### config.mk
export PLATFORM = sky130hd
export DESIGN_NAME = mem_rr_arbiter_flat
export DESIGN_NICKNAME = d
export VERILOG_FILES = /design/src/rtl/mem_rr_arbiter_if.sv /design/src/rtl/mem_rr_arbiter.sv /design/src/flat_wrapper.sv
export SDC_FILE = /design/constraint.sdc
export NUM_CORES = 1
export LEC_CHECK = 0
export CAP_MARGIN = 20
export CELL_PAD_IN_SITES_DETAIL_PLACEMENT = 0
export CELL_PAD_IN_SITES_GLOBAL_PLACEMENT = 1
export CORE_AREA = 5 5 196 198
export DETAILED_ROUTE_END_ITERATION = 10
export DIE_AREA = 0 0 201 203
export GPL_TIMING_DRIVEN = 0
export PLACE_DENSITY_LB_ADDON = 0.12
export SLEW_MARGIN = 25
export SYNTH_ARGS = -nofsm -noshare
export SYNTH_HDL_FRONTEND = slang
export SYNTH_SLANG_ARGS = --single-unit
### constraint.sdc
create_clock -name clk -period 13.3 [get_ports clk]
set_clock_uncertainty 0.05 [all_clocks]
set_input_delay 1.995 -clock clk [delete_from_list [all_inputs] [get_ports clk]]
set_output_delay 1.995 -clock clk [all_outputs]
set_load 0.01 [all_outputs]
### src/rtl/mem_rr_arbiter_if.sv
// Bundle of the cache-side request/response handshake and the shared memory
// port seen by mem_rr_arbiter. The arbiter connects through the slave
// modport; the environment (caches + memory model) uses the master modport.
interface mem_rr_arbiter_if #(
  parameter int NUM_PORTS  = 4,
  parameter int ADDR_WIDTH = 32,
  parameter int DATA_WIDTH = 32
);
  localparam int ID_W = $clog2(NUM_PORTS);

  // cache-side request channel
  logic [NUM_PORTS-1:0]                 req_valid;
  logic [NUM_PORTS-1:0]                 req_write;
  logic [NUM_PORTS-1:0][ADDR_WIDTH-1:0] req_addr;
  logic [NUM_PORTS-1:0][DATA_WIDTH-1:0] req_wdata;
  logic [NUM_PORTS-1:0]                 req_ready;

  // cache-side response channel
  logic [NUM_PORTS-1:0]                 resp_valid;
  logic [NUM_PORTS-1:0]                 resp_err;
  logic [NUM_PORTS-1:0][DATA_WIDTH-1:0] resp_rdata;
  logic [ID_W-1:0]                      grant_id;

  // shared memory port
  logic [ADDR_WIDTH-1:0]                mem_address;
  logic [DATA_WIDTH-1:0]                mem_write_data;
  logic                                 mem_read_req;
  logic                                 mem_write_req;
  logic [DATA_WIDTH-1:0]                mem_read_data;
  logic                                 mem_ready;

  modport slave (
    input  req_valid, req_write, req_addr, req_wdata,
    input  mem_read_data, mem_ready,
    output req_ready, resp_valid, resp_err, resp_rdata, grant_id,
    output mem_address, mem_write_data, mem_read_req, mem_write_req
  );

  modport master (
    output req_valid, req_write, req_addr, req_wdata,
    output mem_read_data, mem_ready,
    input  req_ready, resp_valid, resp_err, resp_rdata, grant_id,
    input  mem_address, mem_write_data, mem_read_req, mem_write_req
  );
endinterface

### src/rtl/mem_rr_arbiter.sv
// Memory-side arbiter: NUM_PORTS cache ports share one memory port with a
// single transaction outstanding. Selection is round-robin (mode 0) or fixed
// priority, lowest index first (mode 1). Completion is returned as a one-cycle
// resp_valid pulse to the originating port; an optional timeout aborts a
// transaction memory never acknowledges and flags it with resp_err.
module mem_rr_arbiter #(
  parameter int NUM_PORTS      = 4,
  parameter int ADDR_WIDTH     = 32,
  parameter int DATA_WIDTH     = 32,
  parameter int PRIORITY_MODE  = 0,
  parameter int TIMEOUT_CYCLES = 0
) (
  input logic             clk,
  input logic             reset,
  mem_rr_arbiter_if.slave bus
);

  localparam int ID_W = $clog2(NUM_PORTS);
  // The timeout counter only needs to reach TIMEOUT_CYCLES-1: the abort is
  // taken on the edge that closes the last allowed ISSUE cycle.
  localparam int TO_W = (TIMEOUT_CYCLES > 1) ? $clog2(TIMEOUT_CYCLES) : 1;
  localparam logic [TO_W-1:0] TO_LAST =
      TO_W'((TIMEOUT_CYCLES > 0) ? TIMEOUT_CYCLES - 1 : 0);
  localparam logic [ID_W:0]   NUM_PORTS_W = (ID_W + 1)'(NUM_PORTS);
  localparam logic [ID_W-1:0] LAST_PORT   = ID_W'(NUM_PORTS - 1);

  typedef enum logic [1:0] {
    IDLE  = 2'd0,
    ISSUE = 2'd1,
    RESP  = 2'd2
  } state_t;

  state_t                  state_reg;
  logic [ID_W-1:0]         rr_ptr_reg;
  logic [ID_W-1:0]         grant_id_reg;
  logic [TO_W-1:0]         to_cnt_reg;
  logic [ADDR_WIDTH-1:0]   mem_address_reg;
  logic [DATA_WIDTH-1:0]   mem_write_data_reg;
  logic                    mem_read_req_reg;
  logic                    mem_write_req_reg;
  logic [NUM_PORTS-1:0]    resp_valid_reg;
  logic [NUM_PORTS-1:0]    resp_err_reg;
  logic [DATA_WIDTH-1:0]   resp_rdata_reg [NUM_PORTS];

  logic [ID_W-1:0]         search_base;
  logic [ID_W-1:0]         winner_next;
  logic [ID_W:0]           cand;
  logic                    winner_found;
  logic                    accept;
  logic                    rdata_we;
  logic [NUM_PORTS-1:0]    grant_onehot;

  // Winner search: scan from the far end back toward the search base so the
  // last hit (closest to the base, with wrap) is the one that sticks.
  always_comb begin
    search_base  = (PRIORITY_MODE == 0) ? rr_ptr_reg : '0;
    winner_next  = '0;
    cand         = '0;
    winner_found = |bus.req_valid;
    for (int k = NUM_PORTS - 1; k >= 0; k--) begin
      cand = {1'b0, search_base} + (ID_W + 1)'(k);
      if (cand >= NUM_PORTS_W) begin
        cand = cand - NUM_PORTS_W;
      end
      if (bus.req_valid[cand[ID_W-1:0]]) begin
        winner_next = cand[ID_W-1:0];
      end
    end
  end

  // A transfer happens whenever IDLE sees any valid request: the winner is
  // valid by construction, so its ready and valid are both high.
  assign accept   = (state_reg == IDLE) && winner_found;
  // Read data is captured only on a successful read completion.
  assign rdata_we = (state_reg == ISSUE) && bus.mem_ready && mem_read_req_reg;

  generate
    for (genvar gi = 0; gi < NUM_PORTS; gi++) begin : g_port
      assign bus.req_ready[gi]  = accept && (winner_next == ID_W'(gi));
      assign grant_onehot[gi]   = (grant_id_reg == ID_W'(gi));
      assign bus.resp_rdata[gi] = resp_rdata_reg[gi];

      // Per-port read-data holding register, updated on read responses only.
      always_ff @(posedge clk or posedge reset) begin
        if (reset) begin
          resp_rdata_reg[gi] <= '0;
        end else if (rdata_we && grant_onehot[gi]) begin
          resp_rdata_reg[gi] <= bus.mem_read_data;
        end
      end
    end
  endgenerate

  assign bus.resp_valid     = resp_valid_reg;
  assign bus.resp_err       = resp_err_reg;
  assign bus.grant_id       = grant_id_reg;
  assign bus.mem_address    = mem_address_reg;
  assign bus.mem_write_data = mem_write_data_reg;
  assign bus.mem_read_req   = mem_read_req_reg;
  assign bus.mem_write_req  = mem_write_req_reg;

  // Control FSM: accept in IDLE, hold the memory request in ISSUE until
  // mem_ready or timeout, pulse the response in RESP and advance rr_ptr.
  always_ff @(posedge clk or posedge reset) begin
    if (reset) begin
      state_reg          <= IDLE;
      rr_ptr_reg         <= '0;
      grant_id_reg       <= '0;
      to_cnt_reg         <= '0;
      mem_address_reg    <= '0;
      mem_write_data_reg <= '0;
      mem_read_req_reg   <= 1'b0;
      mem_write_req_reg  <= 1'b0;
      resp_valid_reg     <= '0;
      resp_err_reg       <= '0;
    end else begin
      case (state_reg)
        IDLE: begin
          resp_valid_reg <= '0;
          resp_err_reg   <= '0;
          if (accept) begin
            grant_id_reg       <= winner_next;
            mem_address_reg    <= bus.req_addr[winner_next];
            mem_write_data_reg <= bus.req_wdata[winner_next];
            mem_read_req_reg   <= ~bus.req_write[winner_next];
            mem_write_req_reg  <= bus.req_write[winner_next];
            to_cnt_reg         <= '0;
            state_reg          <= ISSUE;
          end
        end

        ISSUE: begin
          // mem_ready wins over a timeout landing on the same edge.
          if (bus.mem_ready) begin
            mem_read_req_reg  <= 1'b0;
            mem_write_req_reg <= 1'b0;
            resp_valid_reg    <= grant_onehot;
            resp_err_reg      <= '0;
            to_cnt_reg        <= '0;
            state_reg         <= RESP;
          end else if ((TIMEOUT_CYCLES > 0) && (to_cnt_reg == TO_LAST)) begin
            mem_read_req_reg  <= 1'b0;
            mem_write_req_reg <= 1'b0;
            resp_valid_reg    <= grant_onehot;
            resp_err_reg      <= grant_onehot;
            to_cnt_reg        <= '0;
            state_reg         <= RESP;
          end else if (TIMEOUT_CYCLES > 0) begin
            to_cnt_reg <= to_cnt_reg + 1'b1;
          end
        end

        RESP: begin
          resp_valid_reg <= '0;
          resp_err_reg   <= '0;
          if (PRIORITY_MODE == 0) begin
            rr_ptr_reg <= (grant_id_reg == LAST_PORT) ? '0 : grant_id_reg + 1'b1;
          end
          state_reg <= IDLE;
        end

        default: begin
          state_reg <= IDLE;
        end
      endcase
    end
  end

endmodule

### src/flat_wrapper.sv
// flat-port wrapper written by rule: the top's interface ports become plain ports
module mem_rr_arbiter_flat 
#(
  parameter int NUM_PORTS      = 4,
  parameter int ADDR_WIDTH     = 32,
  parameter int DATA_WIDTH     = 32,
  parameter int PRIORITY_MODE  = 0,
  parameter int TIMEOUT_CYCLES = 0
)
  (clk, reset, bus_req_valid, bus_req_write, bus_req_addr, bus_req_wdata, bus_mem_read_data, bus_mem_ready, bus_req_ready, bus_resp_valid, bus_resp_err, bus_resp_rdata, bus_grant_id, bus_mem_address, bus_mem_write_data, bus_mem_read_req, bus_mem_write_req);
  mem_rr_arbiter_if #(.NUM_PORTS(NUM_PORTS), .ADDR_WIDTH(ADDR_WIDTH), .DATA_WIDTH(DATA_WIDTH)) bus_i ();
  input logic clk;
  input logic reset;
  input wire logic [$bits(bus_i.req_valid)-1:0] bus_req_valid;
  input wire logic [$bits(bus_i.req_write)-1:0] bus_req_write;
  input wire logic [$bits(bus_i.req_addr)-1:0] bus_req_addr;
  input wire logic [$bits(bus_i.req_wdata)-1:0] bus_req_wdata;
  input wire logic [$bits(bus_i.mem_read_data)-1:0] bus_mem_read_data;
  input wire logic [$bits(bus_i.mem_ready)-1:0] bus_mem_ready;
  output wire logic [$bits(bus_i.req_ready)-1:0] bus_req_ready;
  output wire logic [$bits(bus_i.resp_valid)-1:0] bus_resp_valid;
  output wire logic [$bits(bus_i.resp_err)-1:0] bus_resp_err;
  output wire logic [$bits(bus_i.resp_rdata)-1:0] bus_resp_rdata;
  output wire logic [$bits(bus_i.grant_id)-1:0] bus_grant_id;
  output wire logic [$bits(bus_i.mem_address)-1:0] bus_mem_address;
  output wire logic [$bits(bus_i.mem_write_data)-1:0] bus_mem_write_data;
  output wire logic [$bits(bus_i.mem_read_req)-1:0] bus_mem_read_req;
  output wire logic [$bits(bus_i.mem_write_req)-1:0] bus_mem_write_req;
  assign bus_i.req_valid = bus_req_valid;
  assign bus_i.req_write = bus_req_write;
  assign bus_i.req_addr = bus_req_addr;
  assign bus_i.req_wdata = bus_req_wdata;
  assign bus_i.mem_read_data = bus_mem_read_data;
  assign bus_i.mem_ready = bus_mem_ready;
  assign bus_req_ready = bus_i.req_ready;
  assign bus_resp_valid = bus_i.resp_valid;
  assign bus_resp_err = bus_i.resp_err;
  assign bus_resp_rdata = bus_i.resp_rdata;
  assign bus_grant_id = bus_i.grant_id;
  assign bus_mem_address = bus_i.mem_address;
  assign bus_mem_write_data = bus_i.mem_write_data;
  assign bus_mem_read_req = bus_i.mem_read_req;
  assign bus_mem_write_req = bus_i.mem_write_req;
  mem_rr_arbiter #(.NUM_PORTS(NUM_PORTS), .ADDR_WIDTH(ADDR_WIDTH), .DATA_WIDTH(DATA_WIDTH), .PRIORITY_MODE(PRIORITY_MODE), .TIMEOUT_CYCLES(TIMEOUT_CYCLES)) u_core (.clk(clk), .reset(reset), .bus(bus_i));
endmodule
## Word level (Yosys, flattened, before mapping)

Index checks and enable logic that the tools add are counted.
Widths: inputs -> output; s select.

| word-level totals | value |
|---|---|
| output and inout bits | 208 |
| logic and storage cells | 98 |
| bits in registers | 208 |
| bits of input ports | 299 |

| cells by class | value |
|---|---|
| reduce and logical (&&, ||, !) cells | 22 |
| magnitude comparators | 9 |
| mux-type cells | 35 |
| bitwise operators | 1 |
| $add $sub $neg | 8 |
| equal/unequal tests | 10 |

Operators by type and width:

| cell | number |
|---|---|
| $bmux 32 s2 | 2 |
| $mux 32 | 2 |
| $mux 2 | 11 |
| $pmux 4 s2 | 2 |
| $lt 2x3->1 const B | 5 |
| $logic_and 1x1->1 | 11 |
| $bmux 1 s2 | 5 |
| $eq 2x2->1 const B | 5 |
| $ge 3x3->1 const B | 3 |
| $mux 1 | 8 |
| $mux 4 | 2 |
| $sub 2x1->2 const B | 4 |
| $add 2x2->3 const B | 2 |
| $eq 2x1->1 const B | 3 |
| $logic_not 2->1 | 3 |
| $reduce_and 2->1 | 3 |
| $pmux 1 s2 | 2 |
| $pmux 2 s2 | 1 |
| $reduce_bool 2->1 | 2 |
| $reduce_or 4->1 | 1 |
| $add 2x1->3 const B | 1 |
| $ge 2x3->1 const B | 1 |
| $reduce_and 3->1 | 1 |
| $add 2x1->2 const B | 1 |
| other kinds (4) | 4 |

## Longest topological paths before layout

| depth | value |
|---|---|
| word-level depth | 14 |
| mapped depth | 9 |
| depth with buffers taken out | 5 |

## Least setup slack after synthesis

OpenSTA, ideal clock, no wires.

| timing path | value |
|---|---|
| kind | input to output |
| start | in bus_req_valid[2] |
| end | out bus_req_ready[0] |
| required time | 11.255 ns |
| buffers on the path | 4 |
| arrival time | 3.212 ns |
| stages | 7 |
| path slack | 8.043 ns |
| path through | buf_6 -> nor2b_1 -> o31a_1 -> buf_4 -> buf_6 -> buf_6 -> nor3_1 |

| on the way | value |
|---|---|
| cells in the longest elaborated chain, start to end | 8 |
| elaborated cells on any way between the ends | 16 |
| those cells by class | 12 x mux; 4 x reduce/logical |

Ends and longest elaborated chain:

| what | line | RTL |
|---|---|---|
| from (decl) | flat_wrapper.sv:14 | `input wire logic [$bits(bus_i.req_valid)-1:0] bus_req_valid;` |
| $bmux 1 s2 | mem_rr_arbiter.sv:65 | `if (bus.req_valid[cand[ID_W-1:0]]) begin` |
| $mux 1 (implied by the code) | mem_rr_arbiter.sv:65 |  |
| $mux 2 (4 in series) | mem_rr_arbiter.sv:65 |  |
| $logic_not 2->1 | mem_rr_arbiter.sv:79 | `assign bus.req_ready[gi] = accept && (winner_next == ID_W'(gi));` |
| $logic_and 1x1->1 * | mem_rr_arbiter.sv:79 |  |
| to (decl) | flat_wrapper.sv:20 | `output wire logic [$bits(bus_i.req_ready)-1:0] bus_req_ready;` |

Every way passes the cells marked *; elsewhere a longest branch is shown, timed or not. The select of a mux whose other input is x is not followed.

## Worst setup path in the final report

| timing path | value |
|---|---|
| start | in bus_req_valid[3] |
| end | out bus_req_ready[3] |

| on the way | value |
|---|---|
| cells in the longest elaborated chain, start to end | 8 |
| elaborated cells on any way between the ends | 16 |
| those cells by class | 1 x eq/ne; 12 x mux; 3 x reduce/logical |

Ends and longest elaborated chain:

| what | line |
|---|---|
| $bmux 1 s2 | mem_rr_arbiter.sv:65 |
| $mux 1 (implied by the code) | mem_rr_arbiter.sv:65 |
| $mux 2 (4 in series) | mem_rr_arbiter.sv:65 |
| $eq 2x2->1 | mem_rr_arbiter.sv:79 |
| $logic_and 1x1->1 * | mem_rr_arbiter.sv:79 |

Marked as above.

==> results.cfg <==
[worst_setup_path]
r2r_setup_slack_ns = 11.06
critPathSlowestCell = clkdlybuf4s50_1
start_kind = input port
cpMostUsedCell = buf_2
slowest_delay_ns = 0.55
crit_chain = buf_2 > nor2_4 > a211oi_4 > buf_2 > buf_2 > o2111a_1 > clkdlybuf4s50_1
path_buf_inv = 4
cp_max_fo = 10
cp-end-kind = output port
crit_family = buffers and inverters
required_ns = 11.26
cp_data_arrival_time_ns = 4.24
path_class = in -> out

[synth]
synth_flop_cell = dfrtp_1
synth_edf_count = 0
synth.cell_area_sq_um = 9980
ys_seq_area_share_pct = 51.2
avgSynthCellArea_sq_um = 12.0
async_flop_share_pct = 100
ys_warn_count = 0
synth-seq-cells = 204
ys_types = 43
syn_inst = 833

[grt]
grt_pass1_wl_um = 65400
antenna_found_initial = 7
grt_max_degree = 92
gr-total-overflow = 0
grt_pass1_vias = 9753
track_usage_pct = 20.7

[place]
place.gp.congestion = 0.809
place_hpwl_um = 34200
portBuffers = 498

[clock_network]
path_clk_slew_ns = 0.06
h-tree-depth = 1
cts_tree = built
ctsResizeCount = 0
clockBufferDepth = 3
cts.sinks = 204
cts_buffers = 25
postCtsSetupRepairBufs = 0
clk_latency_ns = 0.52
cts_hold_buf = 0
ctsRootBufferMaster = clkbuf_16

[floorplan]
ioPinCount = 507
die-area_sq_um = 40800
start_util_pct = 27.4
die_w_um = 201
core_area_sq_um = 36300
rows = 70
die_h_um = 203

[job]
max-cap-violations = 0

[layout]
drive_gt1_share_pct = 18.3
fillers = 3436
largest_register_ffs = 128
syn_to_final_growth_pct = 64.6
layout.nets = 1666

[timing]
clock.fmax_mhz = 159
slew_viol_final = 0
final.period_utilization_pct = 47.3
setup_viol = 0
tightest_slew_ns = 0.590
tns_ns = 0
rsz0062_at_grt = false
hold_violations = 0
max-slew-margin-rel_pct = 60.7
layout_min_cycle_time_ns = 6.29

[drt]
final_antenna_net_count = 0
vias = 8956
wl_per_cell_um = 23.7
drt_iter0_drc = 380
drt-total-wl_um = 43800
dr.pass1.iters = 4
via_per_inst = 4.84
drc = 0

[power_and_ir_drop]
power_leakage_nw = 6.88
p_total_mw = 3.63
ir_drop_v = 0.000120
power_density_nw_per_um2 = 221

[run_status]
outcome = finished, final reports clean

[worst_hold_path]
hold_class = reg -> reg
==> layout make-up <==
cell class	count	area [sq um]	share of cell area [%]
repair buffers	500	5040	30.7
clock buffers	30	664	4.05
inverters	6	30.0	0.183
well taps	468	586	3.57
clock inverters	13	125	0.762
plain buffers	74	464	2.83
diodes	4	10.0	0.0610
flip-flops and latches	204	5100	31.1
multi-input cells	552	4400	26.8
==> cells in the mapped netlist, types with 2 or more instances <==
cell type | instances | area share (%)
o2111a_1 | 11 | 1.2
inv_1 | 5 | 0.19
a21oi_1 | 3 | 0.15
nor3_1 | 3 | 0.15
mux2_2 | 129 | 15
nand3_1 | 9 | 0.45
a211o_1 | 2 | 0.18
ha_1 | 4 | 0.50
o21bai_1 | 2 | 0.15
nor2_1 | 56 | 2.1
a221oi_2 | 15 | 2.3
dfrtp_1 | 204 | 51
o22ai_1 | 56 | 3.5
nor2b_1 | 4 | 0.25
a221oi_1 | 39 | 3.4
buf_6 | 13 | 1.5
o31ai_1 | 11 | 0.83
o21ai_0 | 67 | 3.4
buf_4 | 13 | 0.98
mux2i_1 | 66 | 6.6
clkbuf_1 | 16 | 0.60
and2_1 | 12 | 0.75
o21ai_1 | 5 | 0.25
nand2_1 | 28 | 1.1
nand2b_1 | 11 | 0.69
buf_2 | 32 | 1.6
==> worst paths after layout <==
kind,startpoint,endpoint,cells after the start
min in group asynchronous,reset,u_core.bus.mem_address[11]$_DFFE_PP0P_,2
worst min-delay path,u_core.bus.resp_rdata[106]$_DFFE_PP0P_,u_core.bus.resp_rdata[106]$_DFFE_PP0P_,1
worst max register to register,u_core.rr_ptr_reg[1]$_DFFE_PP0N_,u_core.bus.mem_address[19]$_DFFE_PP0P_,7
worst min register to register,u_core.bus.resp_rdata[106]$_DFFE_PP0P_,u_core.bus.resp_rdata[106]$_DFFE_PP0P_,1
max in group asynchronous,reset,u_core.bus.mem_address[24]$_DFFE_PP0P_,3
worst max-delay path,bus_req_valid[3],bus_req_ready[3],7
==> layout by cell type (no fill, tap or decap), types with 2 or more instances in the layout <==
master and count:
a211o_1 2, a21oi_1 3, a221oi_1 39, a221oi_2 15, and2_1 12, buf_16 2
buf_2 32, buf_4 13, buf_6 13, bufinv_16 2, clkbuf_1 19, clkbuf_16 25
clkbuf_8 2, clkdlybuf4s50_1 498, clkinv_2 8, conb_1 4, dfrtp_1 204, diode_2 4
ha_1 4, inv_1 4, mux2_2 129, mux2i_1 66, nand2_1 28, nand2b_1 11
nand3_1 9, nor2_1 56, nor2b_1 4, nor3_1 3, o2111a_1 11, o21ai_0 67
o21ai_1 5, o21bai_1 2, o22ai_1 56, o31ai_1 11
==> metal layers <==
metal,routed length [um],global-route usage (%),part of all wire (%),up-vias
li1,-,-,-,4185
met1,17500,24.7,40,4380
met2,21300,35.6,49,325
met3,3720,7.39,8.5,62
met4,1240,5.80,2.8,4
met5,38,0,0.087,-
==> power breakdown <==
| part | switching (mW) | internal, mW | leakage [nW] |
|---|---|---|---|
| clock | 0.272 | 0.393 | 0.394 |
| sequential | 0.173 | 0.911 | 2.49 |
| combinational | 0.895 | 0.990 | 3.99 |
==> worst reg2reg max path: stages, from the launching register on <==
cell,delay [ns]
dfrtp_1,0.42
buf_6,0.16
inv_1,0.10
a21oi_2,0.09
o21ai_2,0.44
clkbuf_1,0.49
a221oi_1,0.20
o22ai_1,0.19
==> metrics by stage <==
| stage | instances | instance area, sq um | util, % | hold slack, ns | worst slack [ns] |
|---|---|---|---|---|---|
| 2_1_floorplan | 836 | 9990 | - | 0.492 | 5.69 |
| 3_3_place_gp | 1802 | 15600 | 42.8 | 0.437 | 2.20 |
| 3_5_place_dp | 1804 | 15600 | 43.0 | 0.441 | 6.94 |
| 4_1_cts | 1847 | 16400 | 45.1 | 0.456 | 6.94 |
| 5_1_grt | 1851 | 16400 | 45.2 | 0.461 | 6.84 |
| 6_report | 1851 | 16400 | 45.2 | 0.452 | 7.01 |
==> kinds of logic (layout without fill, tap and decap cells) <==
family	after synthesis	after routing	share of synthesized area [%]
AOI/OAI and AO/OA	218	218	16.1
DFF	204	204	51.2
other	1	8	0.0376
muxes	195	195	21.2
and+or+nand+nor	131	131	6.15
buffers and inverters	80	623	4.88
adders and majority gates	4	4	0.502
Power figures use the tool's default switching activity.
